File: src/rtl/controlador_varredura_display.sv
// rtl/controlador_varredura_display.sv - time-multiplexed scan controller for an N-digit common-anode 7-segment display
module controlador_varredura_display #(
    parameter int N_DIGITOS    = 4,
    parameter int CICLOS_EXIBE = 50000,
    parameter int CICLOS_APAGA = 500,
    localparam int IW          = (N_DIGITOS > 1) ? $clog2(N_DIGITOS) : 1
) (
    input  logic                   clk,
    input  logic                   reset,
    input  logic                   habilita,
    input  logic                   carregar,
    input  logic [4*N_DIGITOS-1:0] valor_in,
    input  logic [N_DIGITOS-1:0]   pontos_in,
    input  logic                   apagar_zeros,
    output logic [3:0]             digito_bcd,
    output logic [N_DIGITOS-1:0]   anodos,
    output logic                   ponto,
    output logic [IW-1:0]          indice,
    output logic                   quadro_fim
);
    localparam int CMAX = (CICLOS_EXIBE > CICLOS_APAGA) ? CICLOS_EXIBE : CICLOS_APAGA;
    localparam int CW   = $clog2(CMAX + 1);
    localparam logic [CW-1:0] CNT_APAGA = CW'(CICLOS_APAGA);
    localparam logic [CW-1:0] CNT_EXIBE = CW'(CICLOS_EXIBE);
    localparam logic [CW-1:0] CNT_UM    = CW'(1);
    localparam logic [IW-1:0] IDX_ULT   = IW'(N_DIGITOS - 1);

    typedef enum logic [1:0] {OCIOSO, APAGA, EXIBE} estado_t;

    estado_t                estado, estado_prox;
    logic [CW-1:0]          cnt, cnt_prox;
    logic [IW-1:0]          idx_prox;
    logic                   copia;
    logic [4*N_DIGITOS-1:0] pend_valor, ativo_valor, ativo_valor_prox;
    logic [N_DIGITOS-1:0]   pend_pontos, ativo_pontos, ativo_pontos_prox;
    logic [N_DIGITOS-1:0]   suprimido;
    logic [N_DIGITOS-1:0]   anodos_d;
    logic                   ponto_d, quadro_d, todos_zero;
    logic [3:0]             digito_d;

    always_ff @(posedge clk) begin
        if (reset) begin
            estado       <= OCIOSO;
            cnt          <= '0;
            indice       <= '0;
            pend_valor   <= '0;
            pend_pontos  <= '0;
            ativo_valor  <= '0;
            ativo_pontos <= '0;
            anodos       <= '1;
            ponto        <= 1'b1;
            digito_bcd   <= 4'd0;
            quadro_fim   <= 1'b0;
        end else begin
            estado       <= estado_prox;
            cnt          <= cnt_prox;
            indice       <= idx_prox;
            ativo_valor  <= ativo_valor_prox;
            ativo_pontos <= ativo_pontos_prox;
            anodos       <= anodos_d;
            ponto        <= ponto_d;
            digito_bcd   <= digito_d;
            quadro_fim   <= quadro_d;
            if (carregar) begin
                pend_valor  <= valor_in;
                pend_pontos <= pontos_in;
            end
        end
    end

    // ativo only takes pendente at a frame start, so a frame never mixes values
    always_comb begin
        estado_prox = estado;
        cnt_prox    = cnt;
        idx_prox    = indice;
        copia       = 1'b0;
        case (estado)
            OCIOSO: begin
                if (habilita) begin
                    idx_prox    = '0;
                    copia       = 1'b1;
                    cnt_prox    = CNT_APAGA;
                    estado_prox = APAGA;
                end
            end
            APAGA: begin
                if (cnt <= CNT_UM) begin
                    cnt_prox    = CNT_EXIBE;
                    estado_prox = EXIBE;
                end else begin
                    cnt_prox = cnt - CNT_UM;
                end
            end
            EXIBE: begin
                if (cnt <= CNT_UM) begin
                    cnt_prox    = CNT_APAGA;
                    estado_prox = APAGA;
                    if (indice == IDX_ULT) begin
                        idx_prox = '0;
                        copia    = 1'b1;
                    end else begin
                        idx_prox = indice + 1'b1;
                    end
                end else begin
                    cnt_prox = cnt - CNT_UM;
                end
            end
            default: estado_prox = OCIOSO;
        endcase
        if (!habilita) begin
            estado_prox = OCIOSO;
            cnt_prox    = '0;
            idx_prox    = '0;
            copia       = 1'b0;
        end
        ativo_valor_prox  = copia ? pend_valor  : ativo_valor;
        ativo_pontos_prox = copia ? pend_pontos : ativo_pontos;
    end

    // outputs are decoded from next-state values and then registered
    always_comb begin
        todos_zero = 1'b1;
        suprimido  = '0;
        for (int k = N_DIGITOS - 1; k >= 0; k--) begin
            todos_zero   = todos_zero && (ativo_valor_prox[4*k +: 4] == 4'd0);
            suprimido[k] = apagar_zeros && (k > 0) && todos_zero;
        end
        anodos_d = '1;
        ponto_d  = 1'b1;
        digito_d = ativo_valor_prox[{idx_prox, 2'b00} +: 4];
        quadro_d = (estado_prox == EXIBE) && (idx_prox == IDX_ULT) && (cnt_prox == CNT_UM);
        if (estado_prox == EXIBE && !suprimido[idx_prox]) begin
            anodos_d[idx_prox] = 1'b0;
            ponto_d            = ~ativo_pontos_prox[idx_prox];
        end
    end
endmodule

File: config.mk
export PLATFORM = sky130hd
export DESIGN_NAME = controlador_varredura_display
export DESIGN_NICKNAME = d
export VERILOG_FILES = /design/src/rtl/controlador_varredura_display.sv
export SDC_FILE = /design/constraint.sdc
export NUM_CORES = 1
export LEC_CHECK = 0
export CAP_MARGIN = 10
export CELL_PAD_IN_SITES_DETAIL_PLACEMENT = 1
export CELL_PAD_IN_SITES_GLOBAL_PLACEMENT = 2
export CORE_MARGIN = 5
export CORE_UTILIZATION = 34
export DETAILED_ROUTE_END_ITERATION = 12
export PLACE_DENSITY_LB_ADDON = 0.1
export SLEW_MARGIN = 20
export SYNTH_ARGS = -nofsm -noshare
export SYNTH_HDL_FRONTEND = slang
export SYNTH_SLANG_ARGS = --single-unit
File: constraint.sdc
create_clock -name clk -period 2.9 [get_ports clk]
set_input_delay 0.58 -clock clk [delete_from_list [all_inputs] [get_ports clk]]
set_output_delay 0.58 -clock clk [all_outputs]
set_load 0.01 [all_outputs]
==> run metrics <==
synthesized area per cell=roughly 8.5 um2; asr flop ratio synth=0%; Max Cap Viol=0; switching pwr=approximately 630 uW; post-route clock period utilization=91.5%; Post-Route Skew=between 7 and 8 ps; clock-pin transition on the worst setup and hold timing paths=around 80 ps; top-count cell post-synth=dfxtp_1; Cell Int Power=1.72 mW; hold_buf cts=0; XOR/XNOR share of the synthesized area=2.34%; Logic pwr share=15.8%; r2r setup slk=around 250 ps; Vias/cell=between 5 and 6; post-CTS setup buffers=0; Final nets=468; #FFs+latches synth=70; initial antenna violation count=0; largest family of logic cells by synthesized area=simple AND/OR/NAND/NOR gates; initial DRC count=between 100 and 150; setup ws final=roughly 250 ps; cell area after synthesis=between 3000 and 4000 um2; Synth Area in Adders=~1.4%; GRT Total Usage=roughly 18%; CTS tree=yes; maximum buffer depth of the clock tree=2; antenna violation net count after detailed routing=0; part of the power in registers=about 44%; Clock Latency Late Sink=between 300 and 400 ps; First-pass DRT Iterations=4; Final Setup Violations=0; vias in the first global route=between 3000 and 4000; # rows=36; Slew @ Worst Pin=between 500 and 600 ps; Critical R2R Launch=cnt[4]; CP endpoint kind=flop; reg2reg end=ponto; routability cong.=0.810; complex-gate fraction of the synthesized area=16.9%; Die ar.=12000 um2; Fill cells=1180; synth top area cells=dfxtp_1 42%, mux2i_1 10%, nand2_1 6.4%; Die X-Extent=around 110 um; LEAKAGE=~1.6 nW; Setup CP Type=flop to flop; min cycle time layout=~2700 ps; hold_sp=pend_pontos[1]; worst hold margin=around 450 ps; DRC viols=0; HPWL after DPL=approximately 7400 um; share of the synthesized area in the top cell type=about two fifths; core area=about 10000 um2; I/O Buffers=36; Final Hold Fails=0; Crit path required time=about 3100 ps; worst slack, placed=around 210 ps; Synth area leader=dfxtp_1; final wirelength=a little under 10000 um; Clock Sinks=70; CP Data Arrival Time=around 2900 ps; I/O pin total=37; Yosys warnings=0; Area growth syn-to-layout=24.9%; Hold Crit Class=flop to flop; Main synth FF type=dfxtp_1; worst vdd ir=roughly 0.33 mV; EDFF count, synth=0; first-pass GRT wire length=16400 um; multiplexer share of the synthesized area=about a tenth; Simple-Gate Fraction of Synth Area=23.9%; H-Tree Depth=3; setup TNS=0 ps; Critical Path End=ponto; Clock Power Share=between 40 and 50%; crit path from=cnt[4]; Num CTS Buffers=9; most common library cells after synthesis=70 x dfxtp_1, 57 x nand2_1, 53 x nor2_1, 35 x mux2i_1, 32 x a21oi_1; Syn Inst Count=just under 400; Die Span Y=between 100 and 150 um; Root Buffer=clkbuf_8; Multi-input gate area=1850 um2; status=finished clean; Unique masters post-synth=a little under 60; post-cts sizing count=0; drt wl/cell=~17 um; pwr/cell area=560 nW/um2; Net Sw Frac=a little over a quarter; antenna cell count=0; Seq/Total Area, Yosys=between 40% and 50%; Hold Crit Depth=2; R2R depth=8; FF/Latch Area=1400 um2; Overflow after GRT=0; crit-path max FO=22; post-synth net total=about 420; Startpoint Class=flop; largest net degree at the start of global routing=a little under 50; Initial Utilization=between 30% and 40%; Slew Limit Fails=0; fmax=0.377 GHz; share of post-route cells with drive strength above 1=a little over a tenth; Max-slew headroom=61.3%; vias=between 2000 and 3000; RSZ-0062 raised after global routing=no
==> worst min path at each step <==
stage | to | slack [ps]
final | ativo_pontos[1] | 450
after detailed placement | ativo_pontos[1] | 450
after CTS | ativo_pontos[1] | 460
after global placement | ativo_pontos[2] | 440
after floorplan | ativo_pontos[1] | 430
after global routing | ativo_pontos[0] | 470
==> layer usage <==
layer | global-route usage [%] | vias up | wire length (um)
li1 | - | 1489 | -
met1 | 20.3 | 1444 | 4270
met2 | 32.8 | 36 | 5130
met3 | 2.99 | 12 | 206
met4 | 7.39 | 0 | 176
met5 | 0 | - | 0
==> power groups by stage <==
stage | Clock, mW | Sequential [mW] | Combinational [mW]
2_1_floorplan | 0 | 1.05 | 0.254
3_3_place_gp | 0 | 1.06 | 0.371
6_report | 0.946 | 1.04 | 0.372
4_1_cts | 0.973 | 1.04 | 0.378
3_5_place_dp | 0 | 1.06 | 0.376
5_1_grt | 1.03 | 1.04 | 0.414
==> layout by cell type (no fill, tap or decap), drive strengths merged, types with 3 or more instances in the layout <==
master | netlist | final
dfxtp | 70 | 70
nand2 | 57 | 57
nor2 | 54 | 54
mux2i | 35 | 35
clkdlybuf4s50 | 0 | 35
a21oi | 32 | 32
buf | 6 | 22
o21ai | 16 | 16
nor3 | 14 | 14
clkbuf | 16 | 12
nand3 | 8 | 8
nor4 | 7 | 7
xnor2 | 6 | 6
inv | 5 | 6
nor2b | 5 | 5
a211oi | 5 | 5
and2 | 5 | 5
nand2b | 3 | 3
nand4 | 3 | 3
o22ai | 3 | 3
xor2 | 3 | 3
ha | 3 | 3
o32ai | 3 | 3
==> cell families (layout without fill, tap and decap cells) <==
family,after synthesis,in the layout
and+or+nand+nor,167,167
AOI/OAI and AO/OA,82,82
DFF,70,70
muxes,35,35
buffers and inverters,27,78
xor gates and xnor gates,9,9
adders and majority gates,4,4
==> flip-flops by register name, summed over array words and instances, names as in the netlist <==
| register | flops |
|---|---|
| ponto | 1 |
| anodos | 4 |
| indice | 2 |
| ativo_pontos | 4 |
| quadro_fim | 1 |
| estado | 2 |
| ativo_valor | 16 |
| pend_valor | 16 |
| pend_pontos | 4 |
| cnt | 16 |
| digito_bcd | 4 |
==> area by class of cell <==
| cell class | count | share of cell area [%] |
|---|---|---|
| inverters | 5 | 0.446 |
| well taps | 133 | 3.96 |
| repair buffers | 57 | 12.5 |
| clock buffers | 12 | 3.93 |
| multi-input cells | 297 | 44.0 |
| flip-flops and latches | 70 | 33.3 |
| clock inverters | 4 | 1.82 |
==> stage by stage <==
stage	instance area, um2	power [mW]	std cells	util (%)
after floorplan	3370	1.30	394	-
after global placement	3960	1.43	562	40.7
after detailed placement	3960	1.44	562	40.7
after CTS	4200	2.39	578	43.2
after global routing	4200	2.49	578	43.2
final	4200	2.36	578	43.2
==> critical path, stage by stage (launching register included) <==
cell and delay [ps]:
dfxtp_1 390, nor3_4 350, nand2_1 430, o32a_1 540
buf_12 180, mux2i_1 250, o21ai_0 140, o211ai_2 130
o21ai_1 110
No activity file was read; power rests on OpenSTA's default activity.
==> RTL change 1 (config.mk and constraints unchanged) <==
Reset style: asynchronous (`reset`), changed in one clocked block.
--- a/src/rtl/controlador_varredura_display.sv
+++ b/src/rtl/controlador_varredura_display.sv
@@ -39,5 +39,5 @@
     logic [3:0]             digito_d;
 
-    always_ff @(posedge clk) begin
+    always_ff @(posedge clk or posedge reset) begin
         if (reset) begin
             estado       <= OCIOSO;
Function: differs if reset is asserted again (counterexample within 4 cycles, from zero or initial values and one cycle with reset high); with reset held inactive, the same outputs for 10 cycles.
==> RTL change 1 against the original RTL <==
  * Power increased by 17%
  * Critical path type unchanged
  * Synthesized area increased by 6.1%
  * Worst setup slack worse by 49 ps
  * Critical path depth decreased by 1
  * Global-route usage is 1.6 points lower
  * Critical endpoint is now anodos[2]
  * Wire length is 0.52% higher
  * Sequential cell count stayed put
  * Final area up 6.0%
  * Sequential power increased by 15%
==> RTL change 1: results <==
{
  "status": "completed",
  "layout-drive-gt1-share": 0.2803,
  "relSlewSlack": 0.3798,
  "synthToLayoutAreaGrowth_pct": 24.81,
  "met3_usage": 0.02803,
  "dpl-instance-area_sq_um": 4234,
  "place_ws_ps": 157.3,
  "synth_common_cells": "65 x dfrtp_1, 39 x mux2_2, 19 x nor2_1, 15 x nand2_1",
  "grt.total_usage": 0.1627,
  "drtIter0Drc": 46,
  "p_sw_uw": 820.0,
  "routed-via-count": 2640,
  "finClkSkew_ps": 11.93,
  "first_global_vias": 3027,
  "max_stage_delay_ps": 610,
  "wl_met3_um": 252,
  "dpl.cell_count": 492,
  "synth.mux.area_fraction": 0.1636,
  "timing.rr.start": "cnt[10]",
  "clkPwrFrac": 0.331,
  "grt_use_met1": 0.2087,
  "p_leak_uw": 0.001822,
  "wl_met2_mm": 4.886,
  "vdd_ir_drop_max_v": 0.0002562,
  "synthAdderAreaFrac": 0.01051,
  "hp-class": "in -> async",
  "synth-async-reset-ratio": 1.000,
  "syn_avg_cell_area_sq_um": 11.52,
  "r2r_cells": 7,
  "arrival_ps": 2940,
  "finalWirelength_mm": 9.830,
  "yosysUniqueCellTypes": 61,
  "grt_pass1_wl_mm": 16.33
}
==> RTL change 1: worst paths after layout <==
check | slack, ps | endpoint
worst max-delay path | 200 | anodos[2]
worst min-delay path | 460 | ativo_pontos[3]
worst max register to register | 200 | anodos[2]
worst min register to register | 500 | ativo_valor[2]
max in group asynchronous | 1880 | anodos[3]
min in group clk | 500 | ativo_valor[2]
==> RTL change 1: power by group through the flow <==
stage               Combinational (uW)  Sequential, uW  Clock, uW
floorplan                          413            1190          0
global placement                   643            1210          0
detailed placement                 647            1220          0
CTS                                648            1200        934
global route                       702            1220        981
finish                             639            1200        910
==> RTL change 1: final cells by class <==
class	instances	share of cell area
Clock inverter	5	0.01853
Sequential cell	70	0.3944
Multi-Input combinational cell	216	0.3824
Clock buffer	10	0.03088
Tap cell	136	0.03818
Timing Repair Buffer	60	0.1269
Inverter	10	0.008703
==> RTL change 1: timing repair <==
item / in CTS / in global routing
gates resized for setup: 0 / 1
endpoints found under the hold margin: 0 / 0
endpoints found under the setup margin: 0 / 1
==> RTL change 2 (config.mk and constraints unchanged) <==
Without the edit above. `CICLOS_APAGA`: 500 -> 250.
--- a/src/rtl/controlador_varredura_display.sv
+++ b/src/rtl/controlador_varredura_display.sv
@@ -3,5 +3,5 @@
     parameter int N_DIGITOS    = 4,
     parameter int CICLOS_EXIBE = 50000,
-    parameter int CICLOS_APAGA = 500,
+    parameter int CICLOS_APAGA = 250,
     localparam int IW          = (N_DIGITOS > 1) ? $clog2(N_DIGITOS) : 1
 ) (
Formal check against the unedited RTL: no difference found for any inputs over 10 cycles, from zero or initial values and one cycle with reset high; that may be too few to reach the edited logic, so the function may still have changed.
==> RTL change 2 against the original RTL <==
  * Power fell by 5.9%
  * Synthesized area is 3.1% lower
  * Count of clock-buffer cells in the layout decreased by 2
  * Clock power down 15%
  * Worst setup slack worse by 92 ps
  * Sequential cell count unchanged
  * Final area is 1.5% lower
  * Wire length shrank 2.0%
  * Largest power group unchanged
==> RTL change 2: results <==
{
  "synth-seq-area-share": 0.4294,
  "synth_common_cells": "70 x dfxtp_1, 53 x nor2_1, 42 x nand2_1, 32 x mux2i_1, 29 x a21oi_1",
  "synth_nets": 415,
  "critPathMaxFanout": 7,
  "synth_flop_cell": "dfxtp_1",
  "place_ws_ps": 3.726,
  "grt_pass1_wl_mm": 15.48,
  "clkLatencyLatePin_ps": 340,
  "arrival_ps": 2990,
  "grt_max_degree": 55,
  "path_class": "reg -> reg",
  "firstDrtPassIters": 4,
  "synth-async-reset-ratio": 0,
  "fin_util": 0.4462,
  "insertedDiodeCount": 0,
  "dp.final_hpwl_mm": 7.130,
  "largestRegisters": "ativo_valor: 16 flops, cnt: 16 flops, pend_valor: 16 flops",
  "port_buffers": 36,
  "vdd_ir_drop_max_v": 0.0001937,
  "h-tree-depth": 3,
  "synth_compound_area_frac": 0.1503,
  "relSlewSlack": 0.5968,
  "wl_per_cell_um": 16.78,
  "hp-class": "reg -> reg",
  "cts_resized": 1,
  "synth.mux.area_fraction": 0.09816,
  "finClkSkew_ps": 9.946,
  "slew_viol_final": 0,
  "synthAdderAreaFrac": 0.01495,
  "yosysUniqueCellTypes": 55,
  "synth_area_leaders": "dfxtp_1 43%, mux2i_1 9.8%, nor2_1 6.1%",
  "cts_setup_buffers": 0,
  "synth_xor_area_frac": 0.02147,
  "p_leak_uw": 0.001678,
  "max_stage_delay_ps": 590,
  "grt.total_usage": 0.1715,
  "path_clk_slew_ps": 80,
  "dpl-instance-area_sq_um": 3904,
  "status": "completed",
  "antenna_found_initial": 0,
  "first_global_vias": 3069,
  "viasPerCell": 5.191,
  "fill_cells": 1124,
  "clockBufferDepth": 2,
  "routabilityCongestion": 0.8887,
  "final_nets": 465,
  "layout-drive-gt1-share": 0.1425,
  "yosys_warnings": 0,
  "cts_buffers": 9,
  "drtIter0Drc": 124,
  "cpMaxStageDelayCell": "or4_4",
  "cts-root-buf": "clkbuf_8"
}
## RTL change 2: cell types whose count changed after synthesis, moves of 4 or more
cell      before  now
nor2b_1        5    9
clkbuf_1      16   21
or3_1          2    7
nand2_1       57   42
or4_1          1    6
## RTL change 2: report_power, final
| part | total, uW | switching (uW) | internal (uW) |
|---|---|---|---|
| combinational | 389 | 214 | 176 |
| clock | 801 | 398 | 404 |
| sequential | 1030 | 27.6 | 999 |
| total | 2220 | 639 | 1580 |
## RTL change 2: layout make-up
class	instances	area share
Clock buffer	10	0.03081
Clock inverter	6	0.01691
Inverter	6	0.005436
Multi-Input combinational cell	285	0.4274
Sequential cell	70	0.3383
Tap cell	129	0.03896
Timing Repair Buffer	65	0.1423
## RTL change 2: metrics by stage
step	power (uW)	instances
global route	2339	571
CTS	2244	571
finish	2217	571
detailed placement	1426	555
floorplan	1272	387
global placement	1423	555
## RTL change 2: layer usage
| layer | vias to the layer above | share of wire | global-route usage | wire (um) |
|---|---|---|---|---|
| met5 | - | 0 | 0 | 0 |
| met2 | 49 | 0.52 | 0.3122 | 4963 |
| li1 | 1461 | - | - | - |
| met3 | 22 | 0.024 | 0.03881 | 233 |
| met1 | 1432 | 0.42 | 0.1876 | 4061 |
| met4 | 0 | 0.034 | 0.08115 | 323 |
## RTL change 2: path summary, 6_finish.rpt
kind | startpoint | to | slack (ps) | depth (start not counted)
worst max register to register | cnt[6] | quadro_fim | 150 | 7
worst min-delay path | ativo_valor[2] | ativo_valor[2] | 460 | 2
worst max-delay path | cnt[6] | quadro_fim | 150 | 7
worst min register to register | ativo_valor[2] | ativo_valor[2] | 460 | 2
## RTL change 2: worst max-delay path: cells and delay by family (launching register included)
kind / cells / cell delay (ps)
flops: 1 / 330
compound gates: 1 / 330
fa+ha+maj: 1 / 320
simple gates: 5 / 1660
